<file path="src/rtl/servo_pwm_pkg.sv">
// rtl/servo_pwm_pkg.sv - shared FSM state type and timing helpers for the servo PWM block
package servo_pwm_pkg;

    typedef enum logic [1:0] {
        IDLE = 2'd0,
        RUN  = 2'd1,
        STOP = 2'd2
    } state_t;

    function automatic int f_min_cyc(input int min_us, input int clk_mhz);
        return min_us * clk_mhz;
    endfunction

    function automatic int f_step_cyc(input int min_us, input int max_us, input int clk_mhz,
                                      input int max_in);
        return ((max_us - min_us) * clk_mhz) / max_in;
    endfunction

    function automatic int f_frame_cyc(input int frame_us, input int clk_mhz);
        return frame_us * clk_mhz;
    endfunction

    function automatic int f_cnt_width(input int frame_cyc);
        return $clog2(frame_cyc);
    endfunction

endpackage

</file>
<file path="src/rtl/servo_pwm_channel.sv">
// rtl/servo_pwm_channel.sv - one servo channel: frame shadow, clip/mirror, width register, output flop
module servo_pwm_channel
    import servo_pwm_pkg::*;
#(
    parameter int C_PWM_SIZE   = 8,
    parameter int C_PWM_MAX_IN = 200,
    parameter int C_MIN_CYC    = 50000,
    parameter int C_STEP_CYC   = 1000,
    parameter int C_CNT_W      = 21
) (
    input  logic                  CLK,
    input  logic                  nRST,
    input  logic                  i_load,
    input  logic                  i_active,
    input  logic [C_CNT_W-1:0]    i_cnt,
    input  logic [C_PWM_SIZE-1:0] i_pos,
    input  logic                  i_ch_en,
    input  logic                  i_complement,
    output logic                  o_pwm,
    output logic                  o_sat
);

    localparam logic [C_PWM_SIZE-1:0] C_MAX = C_PWM_SIZE'(C_PWM_MAX_IN);

    logic                  w_over;
    logic [C_PWM_SIZE-1:0] w_clip;
    logic [C_PWM_SIZE-1:0] w_pos;
    logic [C_CNT_W-1:0]    w_width;

    logic [C_CNT_W-1:0]    r_width;
    logic                  r_en;
    logic                  r_sat;
    logic                  r_pwm;

    assign w_over  = (i_pos > C_MAX);
    assign w_clip  = w_over ? C_MAX : i_pos;
    assign w_pos   = i_complement ? (C_MAX - w_clip) : w_clip;
    assign w_width = C_CNT_W'(C_MIN_CYC) + C_CNT_W'(w_pos) * C_CNT_W'(C_STEP_CYC);

    // On the load cycle the comparison uses the fresh width so count 0 is not lost.
    always_ff @(posedge CLK) begin
        if (nRST) begin
            r_width <= '0;
            r_en    <= 1'b0;
            r_sat   <= 1'b0;
            r_pwm   <= 1'b0;
        end else if (i_load) begin
            r_width <= w_width;
            r_en    <= i_ch_en;
            r_sat   <= w_over;
            r_pwm   <= i_ch_en && (i_cnt < w_width);
        end else begin
            r_pwm   <= i_active && r_en && (i_cnt < r_width);
        end
    end

    assign o_pwm = r_pwm;
    assign o_sat = r_sat;

endmodule

</file>
<file path="src/rtl/servo_pwm_multi.sv">
// rtl/servo_pwm_multi.sv - N-channel servo PWM generator with shared frame timer and run/stop FSM
module servo_pwm_multi
    import servo_pwm_pkg::*;
#(
    parameter int C_CHANNELS   = 6,
    parameter int C_PWM_SIZE   = 8,
    parameter int C_CLK_MHZ    = 100,
    parameter int C_PWM_MAX_IN = 200,
    parameter int C_MIN_US     = 500,
    parameter int C_MAX_US     = 2500,
    parameter int C_FRAME_US   = 20000
) (
    input  logic                             CLK,
    input  logic                             nRST,
    input  logic                             EN,
    input  logic [C_CHANNELS-1:0]            CH_EN,
    input  logic [C_CHANNELS-1:0]            COMPLEMENT,
    input  logic [C_CHANNELS*C_PWM_SIZE-1:0] PWM_IN,
    output logic [C_CHANNELS-1:0]            PWM_OUT,
    output logic                             FRAME_START,
    output logic                             BUSY,
    output logic [C_CHANNELS-1:0]            SAT
);

    localparam int MIN_CYC   = f_min_cyc(C_MIN_US, C_CLK_MHZ);
    localparam int STEP_CYC  = f_step_cyc(C_MIN_US, C_MAX_US, C_CLK_MHZ, C_PWM_MAX_IN);
    localparam int FRAME_CYC = f_frame_cyc(C_FRAME_US, C_CLK_MHZ);
    localparam int CNT_W     = f_cnt_width(FRAME_CYC);
    localparam logic [CNT_W-1:0] C_LAST = CNT_W'(FRAME_CYC - 1);

    generate
        if (MIN_CYC + C_PWM_MAX_IN * STEP_CYC >= FRAME_CYC) begin : g_bad_timing
            $error("servo_pwm_multi: longest pulse does not fit inside the frame");
        end
    endgenerate

    state_t             r_state;
    state_t             w_state_nxt;
    logic [CNT_W-1:0]   r_cnt;
    logic [CNT_W-1:0]   w_cnt_nxt;
    logic               w_last;
    logic               w_load;
    logic               w_active;

    assign w_last   = (r_cnt == C_LAST);
    assign w_load   = (r_state == RUN) && (r_cnt == '0);
    assign w_active = (r_state != IDLE);

    always_ff @(posedge CLK) begin
        if (nRST) begin
            r_state <= IDLE;
            r_cnt   <= '0;
        end else begin
            r_state <= w_state_nxt;
            r_cnt   <= w_cnt_nxt;
        end
    end

    // STOP keeps counting so the frame in flight finishes with its pulses intact.
    always_comb begin
        w_state_nxt = r_state;
        w_cnt_nxt   = w_last ? '0 : r_cnt + CNT_W'(1);
        case (r_state)
            IDLE: begin
                w_cnt_nxt = '0;
                if (EN) w_state_nxt = RUN;
            end
            RUN: begin
                if (w_last) begin
                    if (!EN) w_state_nxt = IDLE;
                end else if (!EN) begin
                    w_state_nxt = STOP;
                end
            end
            STOP: begin
                if (EN)          w_state_nxt = RUN;
                else if (w_last) w_state_nxt = IDLE;
            end
            default: begin
                w_state_nxt = IDLE;
                w_cnt_nxt   = '0;
            end
        endcase
    end

    assign FRAME_START = w_load;
    assign BUSY        = w_active;

    generate
        for (genvar k = 0; k < C_CHANNELS; k++) begin : g_ch
            servo_pwm_channel #(
                .C_PWM_SIZE  (C_PWM_SIZE),
                .C_PWM_MAX_IN(C_PWM_MAX_IN),
                .C_MIN_CYC   (MIN_CYC),
                .C_STEP_CYC  (STEP_CYC),
                .C_CNT_W     (CNT_W)
            ) u_ch (
                .CLK         (CLK),
                .nRST        (nRST),
                .i_load      (w_load),
                .i_active    (w_active),
                .i_cnt       (r_cnt),
                .i_pos       (PWM_IN[k*C_PWM_SIZE +: C_PWM_SIZE]),
                .i_ch_en     (CH_EN[k]),
                .i_complement(COMPLEMENT[k]),
                .o_pwm       (PWM_OUT[k]),
                .o_sat       (SAT[k])
            );
        end
    endgenerate

endmodule

</file>
<file path="config.mk">
export PLATFORM = sky130hd
export DESIGN_NAME = servo_pwm_multi
export DESIGN_NICKNAME = d
export VERILOG_FILES = /design/src/rtl/servo_pwm_pkg.sv /design/src/rtl/servo_pwm_channel.sv /design/src/rtl/servo_pwm_multi.sv
export SDC_FILE = /design/constraint.sdc
export NUM_CORES = 1
export LEC_CHECK = 0
export BUFFER_PORTS_ARGS = -buffer_cell sky130_fd_sc_hd__buf_4
export CAP_MARGIN = 0
export CORE_MARGIN = 1.5
export CORE_UTILIZATION = 50
export CTS_BUF_LIST = sky130_fd_sc_hd__clkbuf_16
export DETAILED_ROUTE_END_ITERATION = 16
export PLACE_DENSITY_LB_ADDON = 0.2
export SLEW_MARGIN = 10
export SYNTH_ARGS = -nofsm -noshare
export SYNTH_HDL_FRONTEND = slang
export SYNTH_SLANG_ARGS = --single-unit
</file>
<file path="constraint.sdc">
create_clock -name CLK -period 8.82 [get_ports CLK]
set_input_delay 1.323 -clock CLK [delete_from_list [all_inputs] [get_ports CLK]]
set_output_delay 1.323 -clock CLK [all_outputs]
set_load 0.01 [all_outputs]
</file>
Word level (Yosys, flattened, before mapping)

Cells that the tools add are included.

Bits in registers: 167
Input port bits: 63
Output and inout bits: 14
Word-level logic and storage cells: 120

Add/subtract/negate cells: 13
Multipliers: 6
Order comparisons: 18
Equality and inequality tests: 6
Mux-type cells: 25
Bitwise operators: 1
Reductions and logical operators: 25

Operators by type and width:

| operator               | count |
|---|---|
| $lt 21x21->1           | 12 |
| $add 16x18->19 const A | 6 |
| $mux 8                 | 12 |
| $mul 8x7->15 const B   | 6 |
| $gt 8x8->1 const B     | 6 |
| $sub 8x8->8 const A    | 6 |
| $add 21x1->21 const B  | 1 |
| $eq 21x21->1 const B   | 1 |
| $logic_not 21->1       | 1 |
| $logic_and 1x1->1      | 19 |
| $mux 2                 | 6 |
| $mux 1                 | 6 |
| $pmux 2 s3             | 1 |
| $ne 2x2->1 const B     | 2 |
| $ne 3x3->1 const B     | 1 |
| $reduce_and 3->1       | 1 |
| $reduce_or 3->1        | 1 |
| $eq 2x1->1 const B     | 1 |
| $eq 2x2->1 const B     | 1 |
| $logic_not 2->1        | 1 |
| $reduce_bool 2->1      | 1 |
| $reduce_or 2->1        | 1 |
| $not 1->1              | 1 |

Depth between registers and ports, before layout

Gate-level depths: netlist of run 1.

Word-level depth: 9
Mapped depth: 31
Depth with buffers taken out: 31

Modules after synthesis

Synthesis of run 1 repeated with hierarchy kept, for this count alone.

Cell total of the unflattened synthesis: 2547
Area total of the unflattened synthesis: 21573.2 µm²

Modules (own cells, without submodules):

| module                           | instances | cells an instance | area each (µm²) | sequential area each (µm²) |
|---|---|---|---|---|
| servo_pwm_channel (g_ch[1].u_ch) | 1         | 403               | 3473.3          | 380.4 |
| servo_pwm_channel (g_ch[4].u_ch) | 1         | 400               | 3454.6          | 380.4 |
| servo_pwm_channel (g_ch[3].u_ch) | 1         | 409               | 3442.1          | 380.4 |
| servo_pwm_channel (g_ch[5].u_ch) | 1         | 409               | 3414.5          | 380.4 |
| servo_pwm_channel (g_ch[0].u_ch) | 1         | 401               | 3355.7          | 380.4 |
| servo_pwm_channel (g_ch[2].u_ch) | 1         | 378               | 3201.8          | 380.4 |
| servo_pwm_multi                  | 1         | 147               | 1231.2          | 460.4 |

Least setup slack after synthesis of run 1

Ideal clock, no wire load.

Kind: input-to-reg
From: input port PWM_IN[24]
To: register g_ch[3].u_ch.r_pwm
Setup time: 0.075 ns
Data arrival time: 8.056 ns
Data required time: 8.745 ns
Setup slack: 0.689 ns
Cell stages on the path: 27
Path buffers: 1
Cells stage by stage: o31a_1 o31ai_1 nand2_1 ha_1 nor2_1 xnor2_1 inv_1 fa_1 fa_1 fa_1 fa_1 inv_1 ha_1 clkbuf_1 or3b_1 nand3_1 nor3b_1 nor4_2 and3_1 and3b_1 or3_1 ha_1 nand4_1 nor2_1 a2111oi_0 o211ai_1 o22ai_1

Word-level cells in the longest chain between the ends: 9

Ends and longest elaborated chain:

| what                 | RTL line                | RTL |
|---|---|---|
| start, declared      | servo_pwm_multi.sv:18   | `input logic [C_CHANNELS*C_PWM_SIZE-1:0] PWM_IN,` |
| $gt 8x8->1           | servo_pwm_channel.sv:35 | `assign w_over = (i_pos > C_MAX);` |
| $mux 8 *             | servo_pwm_channel.sv:36 | `assign w_clip = w_over ? C_MAX : i_pos;` |
| $sub 8x8->8          | servo_pwm_channel.sv:37 | `assign w_pos = i_complement ? (C_MAX - w_clip) : w_clip;` |
| $mux 8 *             | servo_pwm_channel.sv:37 |  |
| $mul 8x7->15 *       | servo_pwm_channel.sv:38 | `assign w_width = C_CNT_W'(C_MIN_CYC) + C_CNT_W'(w_pos) * C_CNT_W'(C_STEP_CYC);` |
| $add 16x18->19 *     | servo_pwm_channel.sv:38 |  |
| $lt 21x21->1 *       | servo_pwm_channel.sv:51 | `r_pwm <= i_ch_en && (i_cnt < w_width);` |
| $logic_and 1x1->1 *  | servo_pwm_channel.sv:51 |  |
| $mux 1 *             | servo_pwm_channel.sv:47 | `end else if (i_load) begin` |
| end signal, assigned | servo_pwm_channel.sv:51 |  |
| end signal, assigned | servo_pwm_channel.sv:53 | `r_pwm <= i_active && r_en && (i_cnt < r_width);` |
| end, declared        | servo_pwm_channel.sv:33 | `logic r_pwm;` |

Every way passes the cells marked *; elsewhere a longest branch is shown, timed or not.
A chain may end at the register's enable or synchronous reset.

Worst setup path in the final report of run 1

From: input port PWM_IN[16]
To: register g_ch[2].u_ch.r_pwm

Word-level cells in the longest chain between the ends: 9

Ends and longest elaborated chain:

| what                        | RTL line                | RTL |
|---|---|---|
| $gt 8x8->1                  | servo_pwm_channel.sv:35 |  |
| $mux 8 *                    | servo_pwm_channel.sv:36 |  |
| $sub 8x8->8                 | servo_pwm_channel.sv:37 |  |
| $mux 8 *                    | servo_pwm_channel.sv:37 |  |
| $mul 8x7->15 *              | servo_pwm_channel.sv:38 |  |
| $add 16x18->19 *            | servo_pwm_channel.sv:38 |  |
| net g_ch[2].u_ch.w_width[4] | servo_pwm_channel.sv:28 | `logic [C_CNT_W-1:0] w_width;` |
| $lt 21x21->1 *              | servo_pwm_channel.sv:51 |  |
| $logic_and 1x1->1 *         | servo_pwm_channel.sv:51 |  |
| $mux 1 *                    | servo_pwm_channel.sv:47 |  |
| end signal, assigned        | servo_pwm_channel.sv:51 |  |
| end signal, assigned        | servo_pwm_channel.sv:53 |  |
| end, declared               | servo_pwm_channel.sv:33 |  |

The timed path passes the listed nets; every way through them passes the cells marked *.

==> flow_metrics.tcl, run 1 <==
set metrics [dict create \
    dp_cells 3100 \
    ys_seq_elements 137 \
    syn-num-nets 3106 \
    cts_max_level 4 \
    drt_wl_total_um 49900 \
    yosys.area.top_type "ha_1" \
    initial_core_util_pct 50.7 \
    portBuffers 76 \
    required_ps 9110 \
    first_pass_iters 7 \
    synth_ff_type "dfxtp_1" \
    overflow 0 \
    synth_edf_count 0 \
    clk_latency_ps 430 \
    worstMarginPinSlew_ps 1090 \
    place_ws_ps -158 \
    numCtsBuffers 17 \
    synth_top_area_share_pct 25.2 \
    critPathLaunchType "primary input" \
    final_util_pct 55.0 \
    final_cell_count_no_fill 3131 \
    setup_ws_ps 469 \
    fin_skew_ps 9.88 \
    ys_top_cells_by_area "ha_1, dfxtp_1, fa_1, inv_1, xnor2_1" \
    max_stage_delay_ps 610 \
    critPathKind "primary input to register" \
    fillers 3897 \
    end_kind "register" \
    hp-class "register to register" \
    antenna_found_initial 1 \
    via_count 17696 \
    via_per_inst 5.65 \
    die_x_um 206 \
    grt_pass1_wl_um 84400 \
    clock.fmax_ghz 0.120 \
    place.gp.congestion 0.885 \
    relSlewSlack_pct 27.0 \
    layout.nets 3170 \
    finalSetupViolCount 0 \
    synth_warnings 0 \
    ios 77 \
    synthesis.area_um2 20600 \
    synthCells 2523 \
    netlist-cell-type-count 89 \
    cts_tree "yes" \
    synthToLayoutAreaGrowth_pct 8.50 \
    antenna_left 0 \
    grt_use_total_pct 24.3 \
    drive_above_1_share_pct 6.77 \
    critical-path-slowest-cell "fa_1" \
    holdBufCountCts 0 \
    drc 0 \
    hold_violations 0 \
    cts.sinks 137 \
    multi_input_area_um2 16300 \
    regArea_um2 2740 \
    crit_top_cell "fa_1" \
    post_cts_buffers 0 \
    grt_pass1_vias 17541 \
    root_buffer "clkbuf_16" \
    maxCapViolCount 0 \
    status "finished clean" \
    hpwl_um 39200 \
    die_h_um 206 \
    async_reset_ff_share_pct 0 \
    path_max_fanout 6 \
    die_area_um2 42500 \
    fin_crit_sh_pct 94.7 \
    core.rowCount 74 \
    rsz0062_at_grt "false" \
    ys_seq_area_share_pct 13.3 \
    clkTransAtPathRegs_ps 60 \
    drt-initial-drc-count 881 \
    period_minus_slack_ps 8350 \
    core-area_um2 40700 \
    arrival_ps 8640 \
    cts_buffer_depth 2 \
    routedWlPerCell_um 15.9 \
    syn_area_per_cell_um2 8.18 \
    postCtsResizedCells 0 \
    grt_start_max_net_pins 62 \
    slew_viol_final 0 \
]
-- sequential cells by signal, summed over array words and instances (netlist names) --
| signal | cells |
|---|---|
| g_ch.u_ch.r_width | 96 |
| r_cnt | 21 |
| g_ch.u_ch.o_pwm | 6 |
| g_ch.u_ch.o_sat | 6 |
| g_ch.u_ch.r_en | 6 |
| r_state | 2 |
-- layout make-up --
class                      count  area share [%]
multi-input combinational   1968            72.7
sequential                   137            12.2
inverter                     355            5.96
timing repair buffer         108            3.62
tap                          532            2.97
clock buffer                  17            1.90
clock inverter                13           0.587
antenna                        1          0.0112
-- cell families after synthesis --
| logic type | count (synthesis) | synth area share, % |
|---|---|---|
| buffers and inverters | 418 | 7.89 |
| multiplexers | 6 | 0.303 |
| XOR/XNOR | 186 | 8.16 |
| flip-flops | 137 | 13.3 |
| adder cells (fa/ha/maj) | 520 | 35.3 |
| AO/OA/AOI/OAI | 619 | 19.8 |
| AND/OR/NAND/NOR | 637 | 15.2 |
-- placed cells by master (no fill, tap or decap), drive strengths merged, types with 11 or more instances in the layout --
cell type  Yosys  layout
nand2b        34      34
buf           21     108
fa           105     105
nand4         22      22
nor2         201     201
a31oi         16      16
o21a          21      21
inv          355     355
nand2        154     154
clkbuf        42      17
or3           12      12
a21oi        165     165
a21o          83      83
o21ai        129     129
dfxtp        137     137
o31ai         12      12
and3          11      11
a211oi        52      52
o21bai        14      14
xnor2        106     106
xor2          79      79
nand3         47      47
o31a          13      13
nor3          38      38
and2          15      15
ha           415     415
nor2b         32      32
o211ai        22      22
-- stage by stage --
stage               TNS [ps]  hold WS [ps]  area, um^2
floorplan                  0           425       20600
global placement        -113           439       21800
detailed placement      -158           442       21800
CTS                        0           451       22400
global route               0           471       22400
finish                     0           450       22400
-- final timing paths --
kind,startpoint,to,slack [ps],cells past startpoint
max,PWM_IN[16],g_ch[2].u_ch.o_pwm$_SDFF_PP0_,470,26
min,g_ch[5].u_ch.r_width[18]$_SDFFE_PP0P_,g_ch[5].u_ch.r_width[18]$_SDFFE_PP0P_,450,2
max reg2reg,r_cnt[11]$_SDFF_PP0_,g_ch[2].u_ch.o_pwm$_SDFF_PP0_,4610,8
min reg2reg,g_ch[5].u_ch.r_width[18]$_SDFFE_PP0P_,g_ch[5].u_ch.r_width[18]$_SDFFE_PP0P_,450,2
-- worst max-delay path, delay by kind of cell --
| family | cells | cell delay [ps] |
|---|---|---|
| adder cells (fa/ha/maj) | 7 | 3080 |
| AO/OA/AOI/OAI | 9 | 2210 |
| AND/OR/NAND/NOR | 6 | 1370 |
| buffers and inverters | 3 | 350 |
| XOR/XNOR | 1 | 300 |
-- cells in the mapped netlist (all sizes together), types with 7 or more instances --
master / count
a31oi: 16
or3: 12
a21boi: 10
fa: 105
o21ai: 129
nand2: 154
o22ai: 7
nor2b: 32
a211o: 8
o21bai: 14
xnor2: 106
nand2b: 34
o2111ai: 10
o31a: 13
o31ai: 12
o211ai: 22
or2: 9
o21a: 21
xor2: 79
nand3: 47
ha: 415
buf: 21
and2: 15
and3: 11
nor3b: 7
nor2: 201
nor3: 38
a2111oi: 9
a211oi: 52
dfxtp: 137
nor4: 10
clkbuf: 42
a21oi: 165
inv: 355
nor4b: 9
a21o: 83
nand4: 22
-- metal layers --
metal  global-route usage (%)  vias up  share of wire, %  wire, um
met3                     3.23       71               3.8      1890
met5                        0        -                 0         0
met4                     6.63        0               2.5      1240
met2                     42.7      331                48     24200
met1                     31.0     8387                45     22600
li1                         -     8907                 -         -
Power of run 1 is left out: the tool's default activity adds up to more than one toggle a clock period on the data nets, which glitch-free logic cannot reach.
==> run 2, diff against run 1 <==
PLACE_DENSITY = 0.72   (was not set)
PLACE_DENSITY_LB_ADDON = not set   (was 0.2)
==> run 2 against run 1 <==
Net effect:
- global-route usage down 0.21 points
- worst hold slack lost 1.7 ps
- via count rose by 0.89%
- critical endpoint unchanged
==> flow_metrics.tcl, run 2 (synthesis results as in run 1) <==
set metrics [dict create \
    final_cell_mix "ha_1, inv_1, nor2_1" \
    reg_top3 "g_ch.u_ch.r_width x96, r_cnt x21" \
    place.gp.congestion 0.868 \
    grt_start_max_net_pins 78 \
    multi_input_area_um2 16300 \
    drc 0 \
    largest-register "g_ch.u_ch.r_width" \
    via_per_inst 5.72 \
    layout.nets 3164 \
    drive_above_1_share_pct 6.52 \
    cts_tree "yes" \
    numCtsBuffers 17 \
    fin_crit_sh_pct 94.9 \
    post_cts_buffers 0 \
    hold_violations 0 \
    grt_use_total_pct 24.1 \
    hp-class "register to register" \
    drt_wl_total_um 49900 \
    antennaDiodeCount 0 \
    worstSetupStartpoint "PWM_IN[16]" \
    routedWlPerCell_um 16.0 \
    worstMarginPinSlew_ps 1050 \
    hpwl_um 38600 \
    clkTransAtPathRegs_ps 70 \
    clock.fmax_ghz 0.120 \
    period_minus_slack_ps 8370 \
    maxCapViolCount 0 \
    largest_reg_flops 96 \
    hold-path-cell-count 2 \
    status "finished clean" \
    overflow 0 \
    die_h_um 206 \
    reg2reg_depth 9 \
    first_pass_iters 7 \
    synthToLayoutAreaGrowth_pct 8.25 \
    placed_cell_area_um2 21800 \
    antenna_found_initial 0 \
    layout.cells.most_common "ha_1" \
    critical-path-slowest-cell "fa_1" \
    critPathKind "primary input to register" \
    initial_core_util_pct 50.7 \
    cts_buffer_depth 2 \
    cts_max_level 4 \
    slew_viol_final 0 \
    rsz0062_at_grt "false" \
    grt_pass1_wl_um 83700 \
    relSlewSlack_pct 30.0 \
    via_count 17854 \
    cts.sinks 137 \
    ios 77 \
    crit_buf_inv 3 \
    end_kind "register" \
    critPathLaunchType "primary input" \
    reg2reg_slack_ps 4890 \
    drt-initial-drc-count 870 \
    finalSetupViolCount 0 \
    portBuffers 76 \
    die_x_um 206 \
    arrival_ps 8670 \
    root_buffer "clkbuf_16" \
    grt_pass1_vias 17641 \
    hold_end "g_ch[2].u_ch.r_width[17]$_SDFFE_PP0P_" \
    clk_latency_ps 430 \
    core.rowCount 74 \
    crit_top_cell "fa_1" \
    path_max_fanout 6 \
    fillers 3737 \
    hp-start "g_ch[2].u_ch.r_width[17]$_SDFFE_PP0P_" \
    regArea_um2 2740 \
    antenna_left 0 \
    required_ps 9130 \
    r2r-start "r_cnt[12]$_SDFF_PP0_" \
    post-route-cell-area_um2 22300 \
    cp_top_family "adder cells" \
    max_stage_delay_ps 620 \
    die_area_um2 42500 \
    core-area_um2 40700 \
    holdBufCountCts 0 \
    fin_skew_ps 12.9 \
    r2r-end "g_ch[4].u_ch.r_width[17]$_SDFFE_PP0P_" \
]
-- run 2: layout make-up --
type / count / area share, %
clock inverter: 13 / 0.583
inverter: 355 / 5.97
sequential: 137 / 12.3
tap: 532 / 2.98
clock buffer: 17 / 1.90
multi-input combinational: 1968 / 72.9
timing repair buffer: 102 / 3.43
-- run 2: stage by stage --
step | setup WS [ps] | cells | utilization (%) | hold WS, ps | TNS (ps)
2_1_floorplan | 689 | 2523 | - | 425 | 0
3_3_place_gp | -106 | 3094 | 53.5 | 439 | -106
3_5_place_dp | -208 | 3094 | 53.5 | 443 | -208
4_1_cts | 189 | 3124 | 54.8 | 451 | 0
5_1_grt | 31.6 | 3124 | 54.8 | 472 | 0
6_report | 454 | 3124 | 54.8 | 448 | 0
-- run 2: routing by layer --
layer  wire [um]  vias to the layer above  global-route usage, %  part of all wire (%)
li1            -                     8881                      -                     -
met1       22800                     8496                   31.1                    46
met2       23900                      387                   42.2                    48
met3        1860                       90                   2.11                   3.7
met4        1350                        0                   7.61                   2.7
met5           0                        -                      0                     0
-- run 2: worst max-delay path by stage --
stage	slack, ps	endpoint	cells after the start
after floorplan	690	g_ch[3].u_ch.o_pwm$_SDFF_PP0_	27
after global placement	-110	g_ch[2].u_ch.o_pwm$_SDFF_PP0_	26
after detailed placement	-210	g_ch[2].u_ch.o_pwm$_SDFF_PP0_	26
after CTS	190	g_ch[2].u_ch.o_pwm$_SDFF_PP0_	26
after global routing	30	g_ch[3].u_ch.o_pwm$_SDFF_PP0_	27
final	450	g_ch[2].u_ch.o_pwm$_SDFF_PP0_	26
-- run 2: what timing repair did --
item                                    4_1_cts  5_1_grt
hold endpoints to repair                      0        0
endpoints found under the setup margin        0        3
resized for setup                             0        4
-- run 2: worst reg2reg max path, stage by stage (launching register included) --
cell,delay (ps)
dfxtp_1,660
nor4_1,540
nand2_1,130
or4_4,640
clkinv_2,200
buf_4,470
nor2_1,350
buf_4,300
a32o_1,220
or3_1,290
Power of run 2 is left out for the same reason.
==> run 3, diff against run 2 <==
ABC_AREA = 1   (was not set)
CTS_CLUSTER_SIZE = 24   (was not set)
PLACE_DENSITY = 0.71   (was 0.72)
clock period = 10.8 ns   (was 8.82 ns; I/O delays follow)
==> run 3 against run 2 <==
Net effect:
- sequential share of layout area fell by 0.72 points
- register-to-register slack improved by 2300 ps
- flip-flop and latch count stayed put
- global-route usage is 0.85 points higher
- cell count increased by 21%
- first-iteration DRC count is 13% higher
- die area increased by 6.8%
==> flow_metrics.tcl, run 3 <==
set metrics [dict create \
    status "finished clean" \
    yosys.area.top_type "ha_1" \
    antenna_found_initial 0 \
    core-area_um2 43300 \
    arrival_ps 8600 \
    relSlewSlack_pct 29.4 \
    clkTransAtPathRegs_ps 60 \
    final_cell_mix "inv_1, nand2_1, ha_1" \
    drive_above_1_share_pct 7.53 \
    crit_top_cell "nand2_1" \
    largest-register "g_ch.u_ch.r_width" \
    critPathLaunchType "primary input" \
    period_minus_slack_ps 8310 \
    clock.fmax_ghz 0.120 \
    core.rowCount 76 \
    slew_viol_final 0 \
    synth_warnings 0 \
    required_ps 11090 \
    multi_input_area_um2 16500 \
    yosysMostFrequentCell "inv_1" \
    fin_crit_sh_pct 77.0 \
    critPathKind "primary input to register" \
    setup_tns_ps 0 \
    async_reset_ff_share_pct 0 \
    antenna_left 0 \
    overflow 0 \
    synthesis.area_um2 22100 \
    finalSetupViolCount 0 \
    ys_seq_area_share_pct 12.4 \
    initial_core_util_pct 51.0 \
    hp-class "register to register" \
    postCtsResizedCells 0 \
    synth_top_area_share_pct 23.5 \
    die_x_um 213 \
    ys_top_cells_by_area "ha_1, dfxtp_1, inv_1, fa_1, nand2_1" \
    ys_seq_elements 137 \
    reg2reg_slack_ps 7180 \
    hpwl_um 43500 \
    antennaDiodeCount 0 \
    via_count 19891 \
    numCtsBuffers 17 \
    grt_pass1_wl_um 92700 \
    grt_use_total_pct 24.9 \
    cts_buffer_depth 2 \
    drt-initial-drc-count 981 \
    rsz0062_at_grt "false" \
    netlist_top_cells_count "inv_1, nand2_1, ha_1" \
    portBuffers 76 \
    via_per_inst 5.25 \
    fillers 4191 \
    drc 0 \
    worstMarginPinSlew_ps 1060 \
    root_buffer "clkbuf_16" \
    netlist-cell-type-count 64 \
    cts_tree "yes" \
    synth_edf_count 0 \
    cts_max_level 4 \
    layout.nets 3772 \
    layout.cells.most_common "inv_1" \
    die_area_um2 45400 \
    synthCells 3138 \
    syn-num-nets 3721 \
    reg_top3 "g_ch.u_ch.r_width x96, r_cnt x21" \
    die_h_um 213 \
    post_cts_buffers 0 \
    maxCapViolCount 0 \
    synthToLayoutAreaGrowth_pct 7.58 \
    grt_pass1_vias 19621 \
    max_stage_delay_ps 540 \
    cts.sinks 137 \
    routedWlPerCell_um 14.5 \
    place.gp.congestion 0.894 \
    clk_latency_ps 440 \
    synth_ff_type "dfxtp_1" \
    regArea_um2 2740 \
    fin_skew_ps 9.02 \
    syn_area_per_cell_um2 7.03 \
    largest_reg_flops 96 \
    first_pass_iters 5 \
    critical-path-slowest-cell "fa_1" \
    drt_wl_total_um 54800 \
    ios 77 \
    hold_violations 0 \
    end_kind "register" \
    grt_start_max_net_pins 70 \
    holdBufCountCts 0 \
    path_max_fanout 8 \
]
## run 3: area by class of cell
type,instances,area share [%]
clock inverters,15,0.596
inverters,677,10.8
flip-flops and latches,137,11.6
well taps,585,3.08
clock buffers,17,1.79
multi-input cells,2266,69.4
repair buffers,90,2.85
## run 3: per-stage QoR
| stage | area, um^2 | hold slack (ps) | setup slack, ps | util [%] | instances |
|---|---|---|---|---|---|
| 6_report | 23700 | 459 | 2490 | 54.8 | 3787 |
| 5_1_grt | 23700 | 473 | 1870 | 54.8 | 3787 |
| 4_1_cts | 23700 | 462 | 2550 | 54.8 | 3787 |
| 3_5_place_dp | 23200 | 451 | 2110 | 53.5 | 3755 |
| 3_3_place_gp | 23200 | 433 | 2150 | 53.5 | 3755 |
| 2_1_floorplan | 22100 | 417 | 3150 | - | 3138 |
## run 3: path summary, 6_finish.rpt
| path | start | end | cells after the start |
|---|---|---|---|
| setup reg to reg | r_cnt[15]$_SDFF_PP0_ | g_ch[3].u_ch.r_width[10]$_SDFFE_PP0P_ | 8 |
| hold reg to reg | g_ch[2].u_ch.r_width[5]$_SDFFE_PP0P_ | g_ch[2].u_ch.r_width[5]$_SDFFE_PP0P_ | 2 |
| setup / recovery | PWM_IN[8] | g_ch[1].u_ch.o_pwm$_SDFF_PP0_ | 37 |
| hold / removal | g_ch[2].u_ch.r_width[5]$_SDFFE_PP0P_ | g_ch[2].u_ch.r_width[5]$_SDFFE_PP0P_ | 2 |
## run 3: worst max-delay path: cells and delay by family
family | cells | cell delay [ps]
AO/OA/AOI/OAI | 3 | 500
XOR/XNOR | 1 | 370
adder cells (fa/ha/maj) | 7 | 2830
buffers and inverters | 7 | 680
AND/OR/NAND/NOR | 19 | 2590
## run 3: cell families after synthesis
group	synth area share (%)
adder cells (fa/ha/maj)	33.1
AO/OA/AOI/OAI	13.2
flip-flops	12.4
buffers and inverters	13.0
AND/OR/NAND/NOR	22.3
XOR/XNOR	5.95
## run 3: routing by layer
layer	up-vias	global-route usage, %	routed length [um]
met4	0	7.48	1480
met2	384	44.2	26100
met3	98	3.00	2100
met5	-	0	0
met1	9204	31.4	25100
li1	10205	-	-
Power of run 3 is left out for the same reason.
